### src/rtl/p1_pkg.sv
// Shared constants and types for the pooling-1 write stage.
package p1_pkg;
    localparam int DATA_W       = 16;
    localparam int IN_DIM       = 24;
    localparam int OUT_DIM      = IN_DIM / 2;
    localparam int ADDR_W       = 8;
    localparam int CNT_W        = $clog2(IN_DIM);
    localparam int LB_AW        = CNT_W - 1;
    localparam int P1_LAST_ADDR = OUT_DIM * OUT_DIM - 1;

    typedef logic signed [DATA_W-1:0] pixel_t;
endpackage

### src/rtl/p1_pool_write_if.sv
// Conv1 pixel stream in, P1 memory write port out.
interface p1_pool_write_if;
    import p1_pkg::*;

    logic              in_valid;
    pixel_t            in_data;
    logic              in_ready;
    logic              wr_en;
    logic [ADDR_W-1:0] wr_addr;
    pixel_t            wr_data;

    modport master (
        output in_valid, in_data,
        input  in_ready, wr_en, wr_addr, wr_data
    );

    modport slave (
        input  in_valid, in_data,
        output in_ready, wr_en, wr_addr, wr_data
    );
endinterface

### src/rtl/pool_line_buf.sv
// One-row buffer of horizontal pair maxima, indexed by output column.
module pool_line_buf
    import p1_pkg::*;
(
    input  logic             clk,
    input  logic             we,
    input  logic [LB_AW-1:0] waddr,
    input  pixel_t           wdata,
    input  logic [LB_AW-1:0] raddr,
    output pixel_t           rdata
);
    pixel_t mem_q [OUT_DIM];

    // Contents need no reset: every entry is rewritten on an even row before it is read.
    always_ff @(posedge clk) begin
        if (we) begin
            mem_q[waddr] <= wdata;
        end
    end

    assign rdata = mem_q[raddr];
endmodule

### src/rtl/p1_pool_write.sv
// 2x2 stride-2 signed max-pooling of a 24x24 raster stream into a 12x12 memory image.
module p1_pool_write
    import p1_pkg::*;
(
    input  logic           clk,
    input  logic           reset,
    input  logic           enable,
    p1_pool_write_if.slave bus,
    output logic           done
);
    logic [CNT_W-1:0]  row_q, row_d;
    logic [CNT_W-1:0]  col_q, col_d;
    pixel_t            hmax_q, hmax_d;
    logic [ADDR_W-1:0] out_cnt_q, out_cnt_d;
    logic [ADDR_W-1:0] wr_addr_q, wr_addr_d;
    pixel_t            wr_data_q, wr_data_d;
    logic              wr_en_q, wr_en_d;
    logic              done_q, done_d;

    logic   in_ready;
    logic   accept;
    logic   lb_we;
    pixel_t lb_rdata;
    pixel_t hpair;
    pixel_t quad;

    assign in_ready = enable && !done_q;
    assign accept   = bus.in_valid && in_ready;

    always_comb begin
        hpair = (hmax_q > bus.in_data) ? hmax_q : bus.in_data;
        quad  = (lb_rdata > hpair) ? lb_rdata : hpair;
    end

    pool_line_buf u_line_buf (
        .clk   (clk),
        .we    (lb_we),
        .waddr (col_q[CNT_W-1:1]),
        .wdata (hpair),
        .raddr (col_q[CNT_W-1:1]),
        .rdata (lb_rdata)
    );

    always_comb begin
        row_d     = row_q;
        col_d     = col_q;
        hmax_d    = hmax_q;
        out_cnt_d = out_cnt_q;
        wr_addr_d = wr_addr_q;
        wr_data_d = wr_data_q;
        wr_en_d   = 1'b0;
        lb_we     = 1'b0;
        // A strobe already in flight still finishes, so done is not gated by enable.
        done_d    = done_q || (wr_en_q && (wr_addr_q == ADDR_W'(P1_LAST_ADDR)));

        if (accept) begin
            if (!col_q[0]) begin
                hmax_d = bus.in_data;
            end else if (!row_q[0]) begin
                lb_we = 1'b1;
            end else begin
                wr_en_d   = 1'b1;
                wr_addr_d = out_cnt_q;
                wr_data_d = quad;
                out_cnt_d = out_cnt_q + ADDR_W'(1);
            end

            if (col_q == CNT_W'(IN_DIM - 1)) begin
                col_d = '0;
                row_d = (row_q == CNT_W'(IN_DIM - 1)) ? '0 : row_q + CNT_W'(1);
            end else begin
                col_d = col_q + CNT_W'(1);
            end
        end
    end

    always_ff @(posedge clk) begin
        if (!reset) begin
            row_q     <= '0;
            col_q     <= '0;
            hmax_q    <= '0;
            out_cnt_q <= '0;
            wr_addr_q <= '0;
            wr_data_q <= '0;
            wr_en_q   <= 1'b0;
            done_q    <= 1'b0;
        end else begin
            row_q     <= row_d;
            col_q     <= col_d;
            hmax_q    <= hmax_d;
            out_cnt_q <= out_cnt_d;
            wr_addr_q <= wr_addr_d;
            wr_data_q <= wr_data_d;
            wr_en_q   <= wr_en_d;
            done_q    <= done_d;
        end
    end

    assign bus.in_ready = in_ready;
    assign bus.wr_en    = wr_en_q;
    assign bus.wr_addr  = wr_addr_q;
    assign bus.wr_data  = wr_data_q;
    assign done         = done_q;
endmodule

### src/flat_wrapper.sv
// flat-port wrapper written by rule: the top's interface ports become plain ports
module p1_pool_write_flat import p1_pkg::*;
  (clk, reset, enable, done, bus_in_valid, bus_in_data, bus_in_ready, bus_wr_en, bus_wr_addr, bus_wr_data);
  p1_pool_write_if bus_i ();
  input  logic clk;
  input  logic reset;
  input  logic enable;
  output logic done;
  input wire logic [$bits(bus_i.in_valid)-1:0] bus_in_valid;
  input wire logic [$bits(bus_i.in_data)-1:0] bus_in_data;
  output wire logic [$bits(bus_i.in_ready)-1:0] bus_in_ready;
  output wire logic [$bits(bus_i.wr_en)-1:0] bus_wr_en;
  output wire logic [$bits(bus_i.wr_addr)-1:0] bus_wr_addr;
  output wire logic [$bits(bus_i.wr_data)-1:0] bus_wr_data;
  assign bus_i.in_valid = bus_in_valid;
  assign bus_i.in_data = bus_in_data;
  assign bus_in_ready = bus_i.in_ready;
  assign bus_wr_en = bus_i.wr_en;
  assign bus_wr_addr = bus_i.wr_addr;
  assign bus_wr_data = bus_i.wr_data;
  p1_pool_write u_core (.clk(clk), .reset(reset), .enable(enable), .bus(bus_i), .done(done));
endmodule
### config.mk
export PLATFORM = sky130hd
export DESIGN_NAME = p1_pool_write_flat
export DESIGN_NICKNAME = d
export VERILOG_FILES = /design/src/rtl/p1_pkg.sv /design/src/rtl/p1_pool_write_if.sv /design/src/rtl/pool_line_buf.sv /design/src/rtl/p1_pool_write.sv /design/src/flat_wrapper.sv
export SDC_FILE = /design/constraint.sdc
export NUM_CORES = 1
export LEC_CHECK = 0
export BUFFER_PORTS_ARGS = -buffer_cell sky130_fd_sc_hd__buf_2
export CAP_MARGIN = 5
export CORE_ASPECT_RATIO = 1.2
export CORE_MARGIN = 5
export CORE_UTILIZATION = 30
export CTS_CLUSTER_SIZE = 14
export DETAILED_ROUTE_END_ITERATION = 10
export GPL_TIMING_DRIVEN = 0
export PLACE_DENSITY_LB_ADDON = 0.08
export RECOVER_POWER = 100
export SLEW_MARGIN = 20
export SYNTH_ARGS = -nofsm -noshare
export SYNTH_HDL_FRONTEND = slang
export SYNTH_SLANG_ARGS = --single-unit
### constraint.sdc
create_clock -name clk -period 9.7 [get_ports clk]
set_clock_uncertainty 0.2 [all_clocks]
set_input_delay 1.455 -clock clk [delete_from_list [all_inputs] [get_ports clk]]
set_output_delay 1.455 -clock clk [all_outputs]
set_load 0.05 [all_outputs]
# Word level (Yosys, flattened, before mapping)
# Memories as Yosys holds them, arrays and structs flattened. A register that Yosys moved wholly into a read port is not among the register bits.
# Index checks and enable logic that the tools add are counted.
op_classes:
  addsub: 3
  n_lt_le_gt_ge: 2
  n_eq_ne: 3
  muxes: 12
  bitwise_logic: 1
  reduce_logical: 9
op_table:
  columns: ["operator", "count"]
  rows:
  - ["16-bit > comparator", 2]
  - ["16-bit 2-to-1 mux", 2]
  - ["5-bit by 1-bit adder with 5-bit output, second input constant", 2]
  - ["5-bit == test, second input constant", 2]
  - ["5-bit 2-to-1 mux", 2]
  - ["8-bit by 1-bit adder with 8-bit output, second input constant", 1]
  - ["8-bit == test, second input constant", 1]
  - ["4-bit 2-to-1 mux", 2]
  - ["1-bit 2-to-1 mux", 6]
  - ["3-bit AND reduction", 2]
  - ["2-bit AND reduction", 2]
  - ["1-bit logical AND", 3]
  - ["1-bit logical NOT", 1]
  - ["1-bit logical OR", 1]
  - ["1-bit inverter", 1]
totals:
  reg_bits: 60
  mem_bits_rw: 192
  input_bits: 20
  output_inout_bits: 27
  word_cells: 39
  mem_count: 1
memory_table:
  columns: ["memory", "depth", "width", "read_ports", "rd_ports_with_merged_regs", "write_ports", "line", "source"]
  rows:
  - ["u_core.u_line_buf.mem_q", 12, 16, 1, 1, 1, "pool_line_buf.sv:12", "pixel_t mem_q [OUT_DIM];"]

# Depth between registers and ports, before layout
depth:
  depth_word: 6
  ltp_mapped: 19
  ltp_nobuf: 15

# Modules after synthesis
# Synthesis repeated with hierarchy kept, for this count alone.
unflattened:
  hier_cells: 847
  hier_area_um2: 11388.4
modules_own_cells:
  columns: ["module", "n_inst", "cells_each", "area_per_inst_um2", "seq_area_each_um2"]
  rows:
  - ["pool_line_buf", 1, 326, 7289.5, 5765.5]
  - ["p1_pool_write", 1, 521, 4098.9, 1201.2]

# Worst setup path after synthesis
# OpenSTA, ideal clock, no wires.
synth_path:
  path_type: "input -> register"
  startpoint: "input port bus_in_data[15]"
  endpoint: "register u_core.wr_data_q[1], in the netlist u_core.bus.wr_data[1]"
  setup_ns: 0.141
  arrival_time_ns: 5.163
  required_time_ns: 9.359
  path_slack_ns: 4.196
  cell_stages: 19
  path_buffers: 4
  cell_sequence: "inv_1 > ha_1 > buf_4 > and4_4 > nand4_2 > or3_4 > and4_4 > buf_6 > buf_12 > a22oi_4 > and2_1 > ha_1 > a21o_1 > a2111oi_0 > o21ai_0 > a221o_1 > a21oi_2 > buf_2 > a31oi_1"
synth_between:
  elab_chain_len: 4
synth_lines:
  columns: ["item", "line", "source"]
  rows:
  - ["start, declared", "flat_wrapper.sv:10", "input wire logic [$bits(bus_i.in_data)-1:0] bus_in_data;"]
  - ["16-bit > comparator", "p1_pool_write.sv:31", "hpair = (hmax_q > bus.in_data) ? hmax_q : bus.in_data;"]
  - ["16-bit 2-to-1 mux *", "p1_pool_write.sv:31", null]
  - ["16-bit > comparator", "p1_pool_write.sv:32", "quad = (lb_rdata > hpair) ? lb_rdata : hpair;"]
  - ["16-bit 2-to-1 mux *", "p1_pool_write.sv:32", null]
  - ["end signal, assigned", "p1_pool_write.sv:93", "wr_data_q <= wr_data_d;"]
  - ["end, declared", "p1_pool_write.sv:16", "pixel_t wr_data_q, wr_data_d;"]
# Every way passes the cells marked *; elsewhere a longest branch is shown, timed or not.
# A chain may end at the register's enable or synchronous reset.

# Final worst setup path
layout_path:
  startpoint: "input port bus_in_data[15]"
  endpoint: "register u_core.wr_data_q[11], in the netlist u_core.bus.wr_data[11]"
# Same word-level chain as after synthesis.

==> key figures <==
Setup path
  • Critical path, cell by cell: clkbuf_1 > inv_1 > ha_1 > clkbuf_1 > and4_1 > nand2_1 > nor4_1 > clkbuf_1 > a222oi_1 > and2_0 > ha_1 > a21o_1 > a2111oi_0 > o21ai_0 > a221o_1 > a21oi_1 > clkbuf_1 > a31oi_1
  • Critical Path Start: bus_in_data[15]
  • Arrival @ worst endpoint: 7630 ps
  • Slowest stage delay, CP: 1220 ps
  • Crit Path Max Fanout: 10
  • CP Capture Type: flip-flop
  • R2R Path Start: u_core.hmax_q[15]$_SDFFE_PN0P_
  • Required @ worst endpoint: 9910 ps
  • CP startpoint kind: input port
  • Critical-path top delay cell: nor4_1
  • Delay-heaviest family, CP: compound AO/OA/AOI/OAI gates
  • Buf/Inv on CP: 5
  • Critical Path Sink: u_core.bus.wr_data[11]$_SDFFE_PN0P_
  • Cell depth of the worst setup path: 18
  • Setup CP Type: input port to flip-flop
  • Reg-to-Reg End: u_core.bus.wr_data[11]$_SDFFE_PN0P_
  • Reg2Reg Depth: 16
  • Most used cell, CP: clkbuf_1
  • Reg2Reg Setup Slack: 3070 ps

Yosys
  • Post-Syn Nets: 867
  • Async set-reset flop share out of synthesis: 0%
  • Mapped Area: 0.0115 mm^2
  • EDFF count, synth: 192
  • Sequential area share after synthesis: 61.2%
  • Synth warn: 0
  • Post-synthesis register bit count: 256
  • Syn avg cell area: 14.2 um^2
  • Gate Count Post-Synth: 812
  • Yosys cell types: 57
  • Synth Flop Type: edfxtp_1

Global route
  • Vias in the first global route: 7204
  • Largest net degree at the start of global routing: 17
  • Met3 GRT Util: 2.06%
  • Antenna violations before repair: 0
  • Grt total ovfl: 0
  • M1 GR Usage: 19.1%
  • GRT Util Overall: 14.3%
  • First-pass GRT wire length: 46500 um
  • Met2 Track Usage GR: 25.0%
  • Grt peak-use layer: met2

Cells and area
  • Ratio of cells with drive above 1 in the final layout: 14.9%
  • Layout Nets: 960
  • Multi-input logic area: 0.00416 mm^2
  • Util after Layout: 34.9%
  • Filler instances: 3740
  • Register Area: 0.00705 mm^2
  • Diode count: 0
  • Most frequent cells in the layout: 192 x edfxtp_1, 105 x nand2_1, 79 x clkbuf_1, 64 x dfxtp_1, 48 x mux4_2
  • Post-route cell area: 0.0132 mm^2
  • Post-layout instance count excluding filler cells: 1407
  • Area Overhead vs Synth: 14.7%
  • Commonest non-fill, non-tap cell in the layout: edfxtp_1

Floorplanning
  • Die width: 189 um
  • Die Y: 225 um
  • Initial Utilization: 30.4%
  • # IOs: 47
  • Row count: 78
  • Core area: 0.0379 mm^2
  • Die Footprint: 0.0424 mm^2

Clock network
  • CTS tree: built
  • CTS Buf Count: 28
  • Sink Count: 256
  • Latest clock arrival within the worst-skew pair: 560 ps
  • Post_cts resized: 0
  • Post-CTS Hold Buffers: 0
  • Setup bufs post-CTS: 0
  • Max clock buf depth: 3
  • Root Buffer: clkbuf_16
  • Clk pin slew, worst setup/hold paths: 60 ps
  • Htree depth: 1

Routing
  • Post-route antenna net violation count: 0
  • Detailed-route via count: 7064
  • TritonRoute pass-1 iters: 5
  • Post-Route WL: 30400 um
  • WL per Instance: 21.6 um
  • Final routed DRC violation total: 0
  • Vias per std cell: 5.02
  • Initial DRC count: 390

Placement
  • PortBufs: 45
  • GPL Wtd Cong: 0.795
  • Post-DP HPWL: 21900 um
  • Cell Area, Placed: 0.0125 mm^2
  • Placed Cells: 1355

Pwr
  • Power Total: 2.38 mW
  • PD cells: 180 mW/mm^2
  • Static leakage: 4.62 nW
  • Peak VDD IR: 0.126 mV

Status
  • Failing checks: max-capacitance violations, max-slew violations
  • Status: finished, violations left

Hold path
  • Hold crit path type: flip-flop to flip-flop

STA
  • Period utilisation layout: 76.5%
  • Slew HR: -29.2%
  • Final slew viol count: 78
  • RSZ-0062 raised after global routing: no
  • Max Fclk: 0.135 GHz
  • Setup TNS Final: 0 ps
  • Slew at the pin closest to its max-slew limit: 1930 ps
  • Fin. Hold Viols: 0
  • Post-layout minimum cycle time: 7420 ps
  • Final Setup Violations: 0

Job
  • # Max-Cap Violations: 5
-- power by group --
part | total [mW] | switching [mW] | internal (mW)
clock network | 1.01 | 0.439 | 0.568
logic | 0.170 | 0.114 | 0.0555
registers | 1.20 | 0.00533 | 1.20
total | 2.38 | 0.559 | 1.82
-- metal layers --
layer	share of wire, %	vias up	wire (um)
met1	45	3536	13600
met3	3.9	30	1190
li1	-	3367	-
met2	50	131	15200
met4	1.5	0	443
met5	0	-	0
-- state kept, by name, indices dropped and copies added, names as in the netlist, named ones only --
name	flops
u_core.u_line_buf.mem_q	192
u_core.bus.wr_data	16
u_core.hmax_q	16
u_core.bus.wr_addr	8
u_core.out_cnt_q	8
u_core.col_q	5
u_core.row_q	5
u_core.bus.wr_en	1
u_core.done	1
-- through the flow --
step	setup slack, ps	hold slack, ps
CTS	3280	280
detailed placement	2690	273
finish	2280	276
global placement	2680	266
floorplan	4200	246
global route	1820	309
-- tightest hold or removal path: cells and delay by family (launching register included) --
| family | cells | cell delay [ps] |
|---|---|---|
| AND/OR/NAND/NOR | 1 | 50 |
| flip-flops | 1 | 320 |
| AO/OA/AOI/OAI | 1 | 60 |
-- how the worst min path moves through the flow --
stage	start	endpoint	slack [ps]	cells after the start
4_1_cts	u_core.out_cnt_q[7]$_SDFFE_PN0P_	u_core.bus.wr_addr[7]$_SDFFE_PN0P_	280	2
6_report	u_core.out_cnt_q[7]$_SDFFE_PN0P_	u_core.bus.wr_addr[7]$_SDFFE_PN0P_	280	2
3_5_place_dp	u_core.out_cnt_q[7]$_SDFFE_PN0P_	u_core.bus.wr_addr[7]$_SDFFE_PN0P_	270	2
5_1_grt	u_core.bus.wr_addr[1]$_SDFFE_PN0P_	u_core.bus.wr_addr[1]$_SDFFE_PN0P_	310	2
3_3_place_gp	u_core.out_cnt_q[7]$_SDFFE_PN0P_	u_core.bus.wr_addr[7]$_SDFFE_PN0P_	270	2
2_1_floorplan	u_core.out_cnt_q[7]$_SDFFE_PN0P_	u_core.bus.wr_addr[7]$_SDFFE_PN0P_	250	2
-- layout make-up --
type | instances | share of cell area [%]
multi-input cells | 490 | 31.4
clock inverters | 22 | 1.04
inverters | 20 | 0.568
well taps | 480 | 4.54
repair buffers | 63 | 1.93
clock buffers | 30 | 5.52
plain buffers | 46 | 1.64
flip-flops and latches | 256 | 53.3
-- synthesized netlist by cell type, types with 11 or more instances --
master,instances,area (um^2)
a21boi_0,30,225
a21oi_1,11,55.1
a222oi_1,14,140
a31oi_1,17,106
and2_1,26,163
clkbuf_1,27,101
dfxtp_1,64,1280
edfxtp_1,192,5770
ha_1,35,438
inv_1,20,75.1
mux2i_1,17,170
mux4_2,48,1080
nand2_1,105,394
nor2_1,27,101
o21a_1,20,150
o21ai_0,27,135
o41ai_1,15,131
-- logic make-up after synthesis --
| logic type | after synthesis | share of synthesized area (%) |
|---|---|---|
| flip-flops | 256 | 61.2 |
| AO/OA/AOI/OAI | 168 | 11.8 |
| XOR/XNOR | 8 | 0.608 |
| buffers and inverters | 66 | 2.58 |
| AND/OR/NAND/NOR | 212 | 8.94 |
| adder cells (fa/ha/maj) | 35 | 3.80 |
| multiplexers | 67 | 11.1 |
No activity file was read; power rests on OpenSTA's default activity.
